<file path="src/rtl/ama_riscv_dmem_pkg.sv">
// Shared encodings and response-register layout for the data memory arbiter.
package ama_riscv_dmem_pkg;

  localparam int SIZE_W = 2;
  localparam int OFF_W  = 2;
  localparam int PORT_W = 1;
  localparam int WCNT_W = 8;

  localparam logic [SIZE_W-1:0] SZ_B = 2'd0;
  localparam logic [SIZE_W-1:0] SZ_H = 2'd1;
  localparam logic [SIZE_W-1:0] SZ_W = 2'd2;

  localparam logic [PORT_W-1:0] P_CORE = 1'b0;
  localparam logic [PORT_W-1:0] P_HOST = 1'b1;

  // Everything the response cycle needs to know about the accepted request
  typedef struct packed {
    logic              valid;
    logic [PORT_W-1:0] port;
    logic              err;
    logic              we;
    logic [SIZE_W-1:0] size;
    logic              sign;
    logic [OFF_W-1:0]  off;
  } rsp_reg_t;

  // Illegal size or an access not aligned to its own size
  function automatic logic size_err(input logic [SIZE_W-1:0] size,
                                    input logic [OFF_W-1:0]  off);
    logic err;
    case (size)
      SZ_B:    err = 1'b0;
      SZ_H:    err = off[0];
      SZ_W:    err = (off != 2'd0);
      default: err = 1'b1;
    endcase
    return err;
  endfunction

endpackage

</file>
<file path="src/rtl/ama_riscv_dmem_align.sv">
// Byte-lane alignment: store lane placement + byte enables (LOAD=0), or
// load lane extraction + sign/zero extension (LOAD=1).
module ama_riscv_dmem_align
  import ama_riscv_dmem_pkg::*;
#(
  parameter bit LOAD = 1'b0
) (
  input  logic [SIZE_W-1:0] size,
  input  logic [OFF_W-1:0]  off,
  input  logic              sign,
  input  logic [31:0]       din,
  output logic [31:0]       dout,
  output logic [3:0]        be
);

  generate
    if (LOAD) begin : g_load
      logic [31:0] shifted;
      assign shifted = din >> {off, 3'b000};

      // Truncate the addressed lanes to the access size and extend
      always_comb begin
        be = 4'b0000;
        case (size)
          SZ_B:    dout = {{24{sign & shifted[7]}}, shifted[7:0]};
          SZ_H:    dout = {{16{sign & shifted[15]}}, shifted[15:0]};
          default: dout = shifted;
        endcase
      end
    end else begin : g_store
      // Replicating the right-aligned data puts it in every candidate lane;
      // the byte enables pick the lanes that are actually written
      always_comb begin
        case (size)
          SZ_B: begin
            dout = {4{din[7:0]}};
            be   = 4'b0001 << off;
          end
          SZ_H: begin
            dout = {2{din[15:0]}};
            be   = 4'b0011 << off;
          end
          SZ_W: begin
            dout = din;
            be   = 4'b1111;
          end
          default: begin
            dout = din;
            be   = 4'b0000;
          end
        endcase
      end
    end
  endgenerate

endmodule

</file>
<file path="src/rtl/ama_riscv_dmem_arb.sv">
// Two-port arbiter in front of the single-port data memory: core (port 0)
// has priority unless the host has waited too long. Responses come back
// exactly one cycle after acceptance to the port that issued the request.
module ama_riscv_dmem_arb
  import ama_riscv_dmem_pkg::*;
#(
  parameter int AW            = 16,
  parameter int HOST_MAX_WAIT = 8
) (
  input  logic          clk,
  input  logic          rst,
  input  logic          p0_req_valid,
  output logic          p0_req_ready,
  input  logic [AW-1:0] p0_req_addr,
  input  logic          p0_req_we,
  input  logic [1:0]    p0_req_size,
  input  logic          p0_req_sign,
  input  logic [31:0]   p0_req_wdata,
  output logic          p0_rsp_valid,
  output logic [31:0]   p0_rsp_rdata,
  output logic          p0_rsp_err,
  input  logic          p1_req_valid,
  output logic          p1_req_ready,
  input  logic [AW-1:0] p1_req_addr,
  input  logic          p1_req_we,
  input  logic [1:0]    p1_req_size,
  input  logic          p1_req_sign,
  input  logic [31:0]   p1_req_wdata,
  output logic          p1_rsp_valid,
  output logic [31:0]   p1_rsp_rdata,
  output logic          p1_rsp_err,
  output logic          mem_en,
  output logic [3:0]    mem_we,
  output logic [AW-3:0] mem_addr,
  output logic [31:0]   mem_din,
  input  logic [31:0]   mem_dout
);

  localparam logic [WCNT_W-1:0] MAX_WAIT = WCNT_W'(HOST_MAX_WAIT);
  localparam logic [WCNT_W-1:0] WCNT_SAT = {WCNT_W{1'b1}};

  logic [WCNT_W-1:0] wait_cnt_reg, wait_cnt_next;
  rsp_reg_t          rsp_reg, rsp_next;

  logic              host_force, accept, req_err, issue;
  logic [PORT_W-1:0] sel_port;
  logic [AW-1:0]     req_addr;
  logic              req_we, req_sign;
  logic [SIZE_W-1:0] req_size;
  logic [31:0]       req_wdata;
  logic [31:0]       st_data, ld_data, rsp_data;
  logic [3:0]        st_be, ld_be_unused;

  // Grant depends only on the valids and the host wait counter
  assign host_force   = p1_req_valid && (wait_cnt_reg >= MAX_WAIT);
  assign p1_req_ready = p1_req_valid && (host_force || !p0_req_valid);
  assign p0_req_ready = p0_req_valid && !p1_req_ready;
  assign accept       = p0_req_ready || p1_req_ready;
  assign sel_port     = p1_req_ready ? P_HOST : P_CORE;

  // Steer the granted port's request fields onto the shared path
  always_comb begin
    if (sel_port == P_HOST) begin
      req_addr  = p1_req_addr;
      req_we    = p1_req_we;
      req_size  = p1_req_size;
      req_sign  = p1_req_sign;
      req_wdata = p1_req_wdata;
    end else begin
      req_addr  = p0_req_addr;
      req_we    = p0_req_we;
      req_size  = p0_req_size;
      req_sign  = p0_req_sign;
      req_wdata = p0_req_wdata;
    end
  end

  assign req_err = size_err(req_size, req_addr[1:0]);
  assign issue   = accept && !req_err;

  ama_riscv_dmem_align #(.LOAD(1'b0)) u_store_align (
    .size (req_size),
    .off  (req_addr[1:0]),
    .sign (req_sign),
    .din  (req_wdata),
    .dout (st_data),
    .be   (st_be)
  );

  // Erroring requests are accepted but never touch the memory
  assign mem_en   = issue;
  assign mem_we   = (issue && req_we) ? st_be : 4'b0000;
  assign mem_addr = req_addr[AW-1:2];
  assign mem_din  = st_data;

  // Host starvation counter: counts denied host cycles, saturating
  always_comb begin
    if (p1_req_valid && !p1_req_ready)
      wait_cnt_next = (wait_cnt_reg == WCNT_SAT) ? WCNT_SAT : wait_cnt_reg + 1'b1;
    else
      wait_cnt_next = '0;
  end

  // Capture what the response cycle needs at the accepting edge
  always_comb begin
    rsp_next.valid = accept;
    rsp_next.port  = sel_port;
    rsp_next.err   = req_err;
    rsp_next.we    = req_we;
    rsp_next.size  = req_size;
    rsp_next.sign  = req_sign;
    rsp_next.off   = req_addr[1:0];
  end

  // State update; reset drops any pending response
  always_ff @(posedge clk or posedge rst) begin
    if (rst) begin
      wait_cnt_reg <= '0;
      rsp_reg      <= '0;
    end else begin
      wait_cnt_reg <= wait_cnt_next;
      rsp_reg      <= rsp_next;
    end
  end

  ama_riscv_dmem_align #(.LOAD(1'b1)) u_load_align (
    .size (rsp_reg.size),
    .off  (rsp_reg.off),
    .sign (rsp_reg.sign),
    .din  (mem_dout),
    .dout (ld_data),
    .be   (ld_be_unused)
  );

  assign rsp_data = (rsp_reg.err || rsp_reg.we) ? 32'd0 : ld_data;

  assign p0_rsp_valid = rsp_reg.valid && (rsp_reg.port == P_CORE);
  assign p1_rsp_valid = rsp_reg.valid && (rsp_reg.port == P_HOST);
  assign p0_rsp_rdata = p0_rsp_valid ? rsp_data : 32'd0;
  assign p1_rsp_rdata = p1_rsp_valid ? rsp_data : 32'd0;
  assign p0_rsp_err   = p0_rsp_valid && rsp_reg.err;
  assign p1_rsp_err   = p1_rsp_valid && rsp_reg.err;

endmodule

</file>
<file path="config.mk">
export PLATFORM = sky130hd
export DESIGN_NAME = ama_riscv_dmem_arb
export DESIGN_NICKNAME = d
export VERILOG_FILES = /design/src/rtl/ama_riscv_dmem_pkg.sv /design/src/rtl/ama_riscv_dmem_align.sv /design/src/rtl/ama_riscv_dmem_arb.sv
export SDC_FILE = /design/constraint.sdc
export NUM_CORES = 1
export LEC_CHECK = 0
export CELL_PAD_IN_SITES_DETAIL_PLACEMENT = 1
export CELL_PAD_IN_SITES_GLOBAL_PLACEMENT = 2
export CORE_ASPECT_RATIO = 0.5
export CORE_MARGIN = 1
export CORE_UTILIZATION = 15
export CTS_CLUSTER_SIZE = 12
export DETAILED_ROUTE_END_ITERATION = 12
export GPL_ROUTABILITY_DRIVEN = 0
export PLACE_DENSITY = 0.91
export SYNTH_ARGS = -nofsm -noshare
export SYNTH_HDL_FRONTEND = slang
export SYNTH_SLANG_ARGS = --single-unit
</file>
<file path="constraint.sdc">
create_clock -name clk -period 3 [get_ports clk]
set_input_delay 0.45 -clock clk [delete_from_list [all_inputs] [get_ports clk]]
set_output_delay 0.45 -clock clk [all_outputs]
set_load 0.01 [all_outputs]
</file>
==> summary.txt <==
Cells and area
  – Antenna Cells: 0
  – Largest register FFs: 9
  – Share of cells above drive strength 1: 11.8%
  – P&R area growth vs syn: 99.7%
  – Filler cells: 2590
  – Most common cell after layout, fill and taps aside: clkdlybuf4s50_1
  – Nets: 914
  – Leading cell types in the layout, fill and taps excluded: clkdlybuf4s50_1, nand2_1, nor2_1, mux2i_1, dlygate4sd2_1

CTS
  – Clock-pin slew on the worst setup and hold paths: 50 ps
  – Clock sink count: 17
  – Hold_buf cts: 0
  – Htree depth: 1
  – Later-pin clock latency in the skew report: 250 ps
  – Clock root cell: clkbuf_16
  – Clock tree from TritonCTS: yes
  – Num CTS Buffers: 3
  – Clock tree buffer depth: 2

Logic synthesis
  – Synth Area per Inst: 6.43 µm²
  – Yosys reg bits: 17
  – Post-synth EDFFs: 0
  – Syn. warnings: 0
  – Leading area contributor after synthesis: mux2i_1
  – Asr flop ratio synth: 100%
  – Synth cell types: 53
  – Synth Instances: 507
  – Post-synth top area share: 15.3%
  – Cell area after synthesis: 3260 µm²
  – Main synth FF type: dfrtp_1
  – Top area cells in the synthesized netlist: mux2i_1, nand2_1, dfrtp_1, nor2_1, o21ai_0
  – Sequential area share after synthesis: 13.0%

Critical path
  – Crit-path max FO: 8
  – Critical path arrival: 2480 ps
  – Setup CP Type: input pin to output pin
  – Worst setup SP type: input pin
  – CP endpoint kind: output pin
  – CP Data Required Time: 2550 ps

Global route
  – First-pass GRT wire length: 25900 µm
  – Initial antenna violation count: 0
  – Vias in the first global route: 4893
  – Gr usage total: 14.6%
  – Largest net degree at the start of global routing: 27
  – Gr ovfl total: 0

Power
  – Pwr/cell area: 222 nW/µm²
  – Reg power frac: 18.2%
  – Cell internal pwr: 0.918 mW
  – LEAKAGE: 2.90 nW
  – Peak VDD IR: 0.158 mV
  – Clock share of power: 18.2%
  – Combinational Power Share: 63.6%
  – Switching Fraction: 36.4%
  – Net Switching: 0.526 mW

Timing
  – Worst Slack Setup Final: 65.4 ps
  – Slew @ Worst Pin: 612 ps
  – Setup violations, final: 0
  – Final Skew: 3.98 ps
  – Post-route setup TNS: 0 ps
  – Final Critical Period: 2930 ps
  – Fmax: 0.341 GHz
  – Fin. Hold Viols: 0
  – Max_slew headroom: 59.0%
  – Period utilisation layout: 97.8%
  – Slew Limit Fails: 0

Place
  – Worst slack, placed: -326 ps
  – IO buf count: 260
  – Post-DP HPWL: 14100 µm

Worst hold path
  – Hold Crit Class: flip-flop to flip-flop

Floorplanning
  – Die H: 106 µm
  – Top Ports: 261
  – Die width: 211 µm
  – Row cnt: 37
  – Die area: 22400 µm²
  – CORE AREA: 20900 µm²
  – Starting Density: 15.6%

Route
  – Detailed-route vias per instance: 4.37
  – Router iterations before antenna repair: 4
  – DRT iter0 DRCs: 133
  – DRT antenna net count: 0
  – Routed wire length: 17300 µm
  – Routed len/inst: 16.3 µm
  – Routed vias: 4646
  – DR DRC count: 0

Run
  – Max_cap viols: 0

Run status
  – Status: completed
[final timing paths]
kind	to	depth (start not counted)	slack, ps	startpoint
worst max-delay path	p1_rsp_rdata[19]	8	70	mem_dout[15]
worst min-delay path	wait_cnt_reg[0]$_DFF_PP0_	1	520	wait_cnt_reg[0]$_DFF_PP0_
worst max register to register	rsp_reg[2]$_DFF_PP0_	7	1070	wait_cnt_reg[5]$_DFF_PP0_
worst min register to register	wait_cnt_reg[0]$_DFF_PP0_	1	520	wait_cnt_reg[0]$_DFF_PP0_
max in group asynchronous	rsp_reg[1]$_DFF_PP0_	2	2020	rst
min in group asynchronous	wait_cnt_reg[5]$_DFF_PP0_	2	580	rst
[logic make-up after synthesis]
kind of cell	after synthesis	synth area share, %
muxes	67	21.6
buffers and inverters	59	9.21
and+or+nand+nor	238	31.4
other	1	0.115
adders and majority gates	2	0.767
DFF	17	13.0
AOI/OAI and AO/OA	119	22.8
xor gates and xnor gates	4	1.07
[critical path, cell delays in order]
cell and delay, ps:
clkdlybuf4s50_1 510, mux2i_1 120, a221oi_1 270, buf_4 200, nand4b_1 100, buf_4 170, o21ai_0 90, clkdlybuf4s50_1 570
[power groups by stage]
stage,Clock (mW),Sequential (mW),Combinational (mW)
final,0.262,0.263,0.919
after global routing,0.274,0.266,0.996
after CTS,0.264,0.262,0.922
after detailed placement,0,0.266,0.933
after global placement,0,0.265,0.918
after floorplan,0,0.256,0.414
[area by class of cell]
cell class,instances,area [µm²],area share [%]
inverters,11,41.3,0.634
flip-flops and latches,17,425,6.53
multi-input cells,434,2600,39.9
repair buffers,305,3000,46.1
clock buffers,4,78.8,1.21
well taps,292,365,5.61
[Yosys cell counts (all sizes together), types with 3 or more instances]
| library cell | n |
|---|---|
| dfrtp | 17 |
| buf | 33 |
| nand3b | 3 |
| mux2 | 16 |
| o21ai | 42 |
| inv | 11 |
| clkbuf | 15 |
| mux2i | 50 |
| a21boi | 8 |
| nor2b | 12 |
| or4b | 3 |
| nor2 | 73 |
| a211oi | 16 |
| xor2 | 3 |
| o211ai | 11 |
| a31oi | 3 |
| a21oi | 25 |
| nand2 | 126 |
| o22ai | 3 |
[metal layers]
layer  global-route usage (%)  up-vias  part of all wire [%]
li1                         -     2267                     -
met1                     16.7     2213                    41
met2                     28.8      144                    52
met3                     1.80       22                   5.1
met4                     3.36        0                   1.8
met5                        0        -                     0
[repair_timing]
item,in CTS,in global routing
gates cloned,2,0
setup endpoints to repair,72,61
pin swaps,2,3
gates resized for setup,64,27
endpoints found under the hold margin,0,0
setup buffers,3,2
[stage by stage]
step	instances	utilization (%)	hold slack (ps)	cell area [µm²]	total power [mW]
after floorplan	510	-	376	3270	0.670
after detailed placement	1052	30.2	523	6320	1.20
after CTS	1061	30.8	528	6450	1.45
final	1063	31.1	524	6520	1.44
after global placement	1052	30.2	498	6320	1.18
after global routing	1063	31.1	557	6520	1.54
(Power assumes the default switching activity.)
==> RTL edit (same settings) <==
The package constant `WCNT_W` goes from 8 to 12.
--- a/src/rtl/ama_riscv_dmem_pkg.sv
+++ b/src/rtl/ama_riscv_dmem_pkg.sv
@@ -6,3 +6,3 @@
   localparam int PORT_W = 1;
-  localparam int WCNT_W = 8;
+  localparam int WCNT_W = 12;
 
Formal check against the unedited RTL: same outputs for any inputs over 10 cycles, from zero or initial values and one cycle with rst high; that may be too few to reach the edited logic, so the function may still have changed.
==> RTL edit against the original RTL <==
- setup slack worse by 0.023 ns
- final cell count is 2.7% lower
- routed wire length is 2.5% higher
- area after synthesis up 6.4%
- power grew 4.4%
- clock skew fell by 0.0023 ns
- final area increased by 3.8%
- worst hold slack improved by 0.0043 ns
- sequential cell count is 4 higher
- utilization down 0.60 points
- largest power group unchanged
==> RTL edit: results <==
export IMPL_hold_path_class="flip-flop to flip-flop"
export IMPL_dr_pass1_iters=4
export IMPL_place_ws_ns=-0.193
export IMPL_worstMarginPinSlew_ns=0.783
export IMPL_diodes=0
export IMPL_synth_common_cells="nor2_1, mux2i_1, mux2_2, a21oi_1, nand2_1"
export IMPL_routed_wl_um=17800
export IMPL_dp_hpwl_um=14100
export IMPL_register_area_um2=526
export IMPL_synthTopCellsByArea="mux2_2, dfrtp_1, mux2i_1"
export IMPL_vdd_drop_max_uv=167
export IMPL_use_met2_pct=28.4
export IMPL_nets=877
export IMPL_synthMuxAreaShare_pct=31.3
export IMPL_drive_above_1_share_pct=16.2
export IMPL_multi_input_comb_cells=387
export IMPL_largest_reg_flops=12
export IMPL_n_all_inverters=10
export IMPL_p_leak_nw=2.93
export IMPL_bufAreaShareNonClock_pct=45.1
export IMPL_fp_dieW_um=217
export IMPL_cp_arrival_ns=2.51
export IMPL_finClkSkew_ns=0.00163
export IMPL_clock_buffers=3
export IMPL_grt_max_degree=33
export IMPL_num_vias=4435
export IMPL_yosysTopAreaCellShare_pct=15.3
export IMPL_port_buffers=260
export IMPL_seq_area_frac_synth_pct=15.1
export IMPL_syn_inst=463
export IMPL_fillers=2683
export IMPL_buffers=312
export IMPL_crit_path_max_fanout=6
export IMPL_cts_resized=78
export IMPL_drt_initial_drc_count=194
export IMPL_via_per_inst=4.29
export IMPL_track_usage_pct=14.0
export IMPL_post_cts_buffers=8
export IMPL_use_met1_pct=15.9
export IMPL_synth_fa_ha_area_share_pct=0.721
export IMPL_clock_area_share_pct=1.18
export IMPL_synth_compound_area_share_pct=20.4
export IMPL_met3_usage_pct=1.47
export IMPL_status="complete, no violations"
export IMPL_multi_input_area_share_pct=39.8
export IMPL_grt_pass1_vias=4710
export IMPL_holdPathStages=1
export IMPL_dp_cells=1016
export IMPL_placed_cell_area_um2=6520
export IMPL_grt_pass1_wl_um=26100
export IMPL_ys_types=45
-- RTL edit: path summary, 6_finish.rpt --
check | start | slack [ns] | endpoint
worst max-delay path | p1_req_valid | 0.04 | mem_en
worst min-delay path | wait_cnt_reg[0] | 0.53 | wait_cnt_reg[0]
worst max register to register | wait_cnt_reg[6] | 1.10 | rsp_reg[2]
worst min register to register | wait_cnt_reg[0] | 0.53 | wait_cnt_reg[0]
max in group asynchronous | rst | 1.86 | rsp_reg[2]
min in group asynchronous | rst | 0.65 | rsp_reg[8]
-- RTL edit: layer usage --
| metal | routed length [um] | vias to the layer above | share of wire [%] |
|---|---|---|---|
| met5 | 0 | - | 0 |
| met4 | 145 | 0 | 0.82 |
| met3 | 633 | 9 | 3.6 |
| met2 | 9640 | 108 | 54 |
| met1 | 7340 | 2152 | 41 |
| li1 | - | 2166 | - |
-- RTL edit: critical path: stages --
cell             delay, ns
clkdlybuf4s50_1       0.51
inv_1                 0.09
a41oi_4               0.30
bufbuf_16             0.33
mux2i_4               0.27
nor2b_1               0.07
clkdlybuf4s50_1       0.48
-- RTL edit: stage by stage --
step | setup TNS (ns) | util [%] | hold WS, ns
2_1_floorplan | 0 | - | 0.427
3_3_place_gp | -4.61 | 29.4 | 0.497
3_5_place_dp | -9.42 | 29.4 | 0.519
4_1_cts | 0 | 30.2 | 0.526
5_1_grt | -0.0913 | 30.5 | 0.542
6_report | 0 | 30.5 | 0.529
-- RTL edit: kinds of logic after synthesis --
kind of cell	Yosys count
xor gates and xnor gates	4
buffers and inverters	62
muxes	100
other	1
DFF	21
and+or+nand+nor	158
adders and majority gates	2
AOI/OAI and AO/OA	115
-- RTL edit: where the power goes --
part           total, mW  internal [mW]  switching (mW)
logic              0.912          0.502           0.410
registers          0.312          0.298          0.0138
clock network      0.285          0.179           0.105
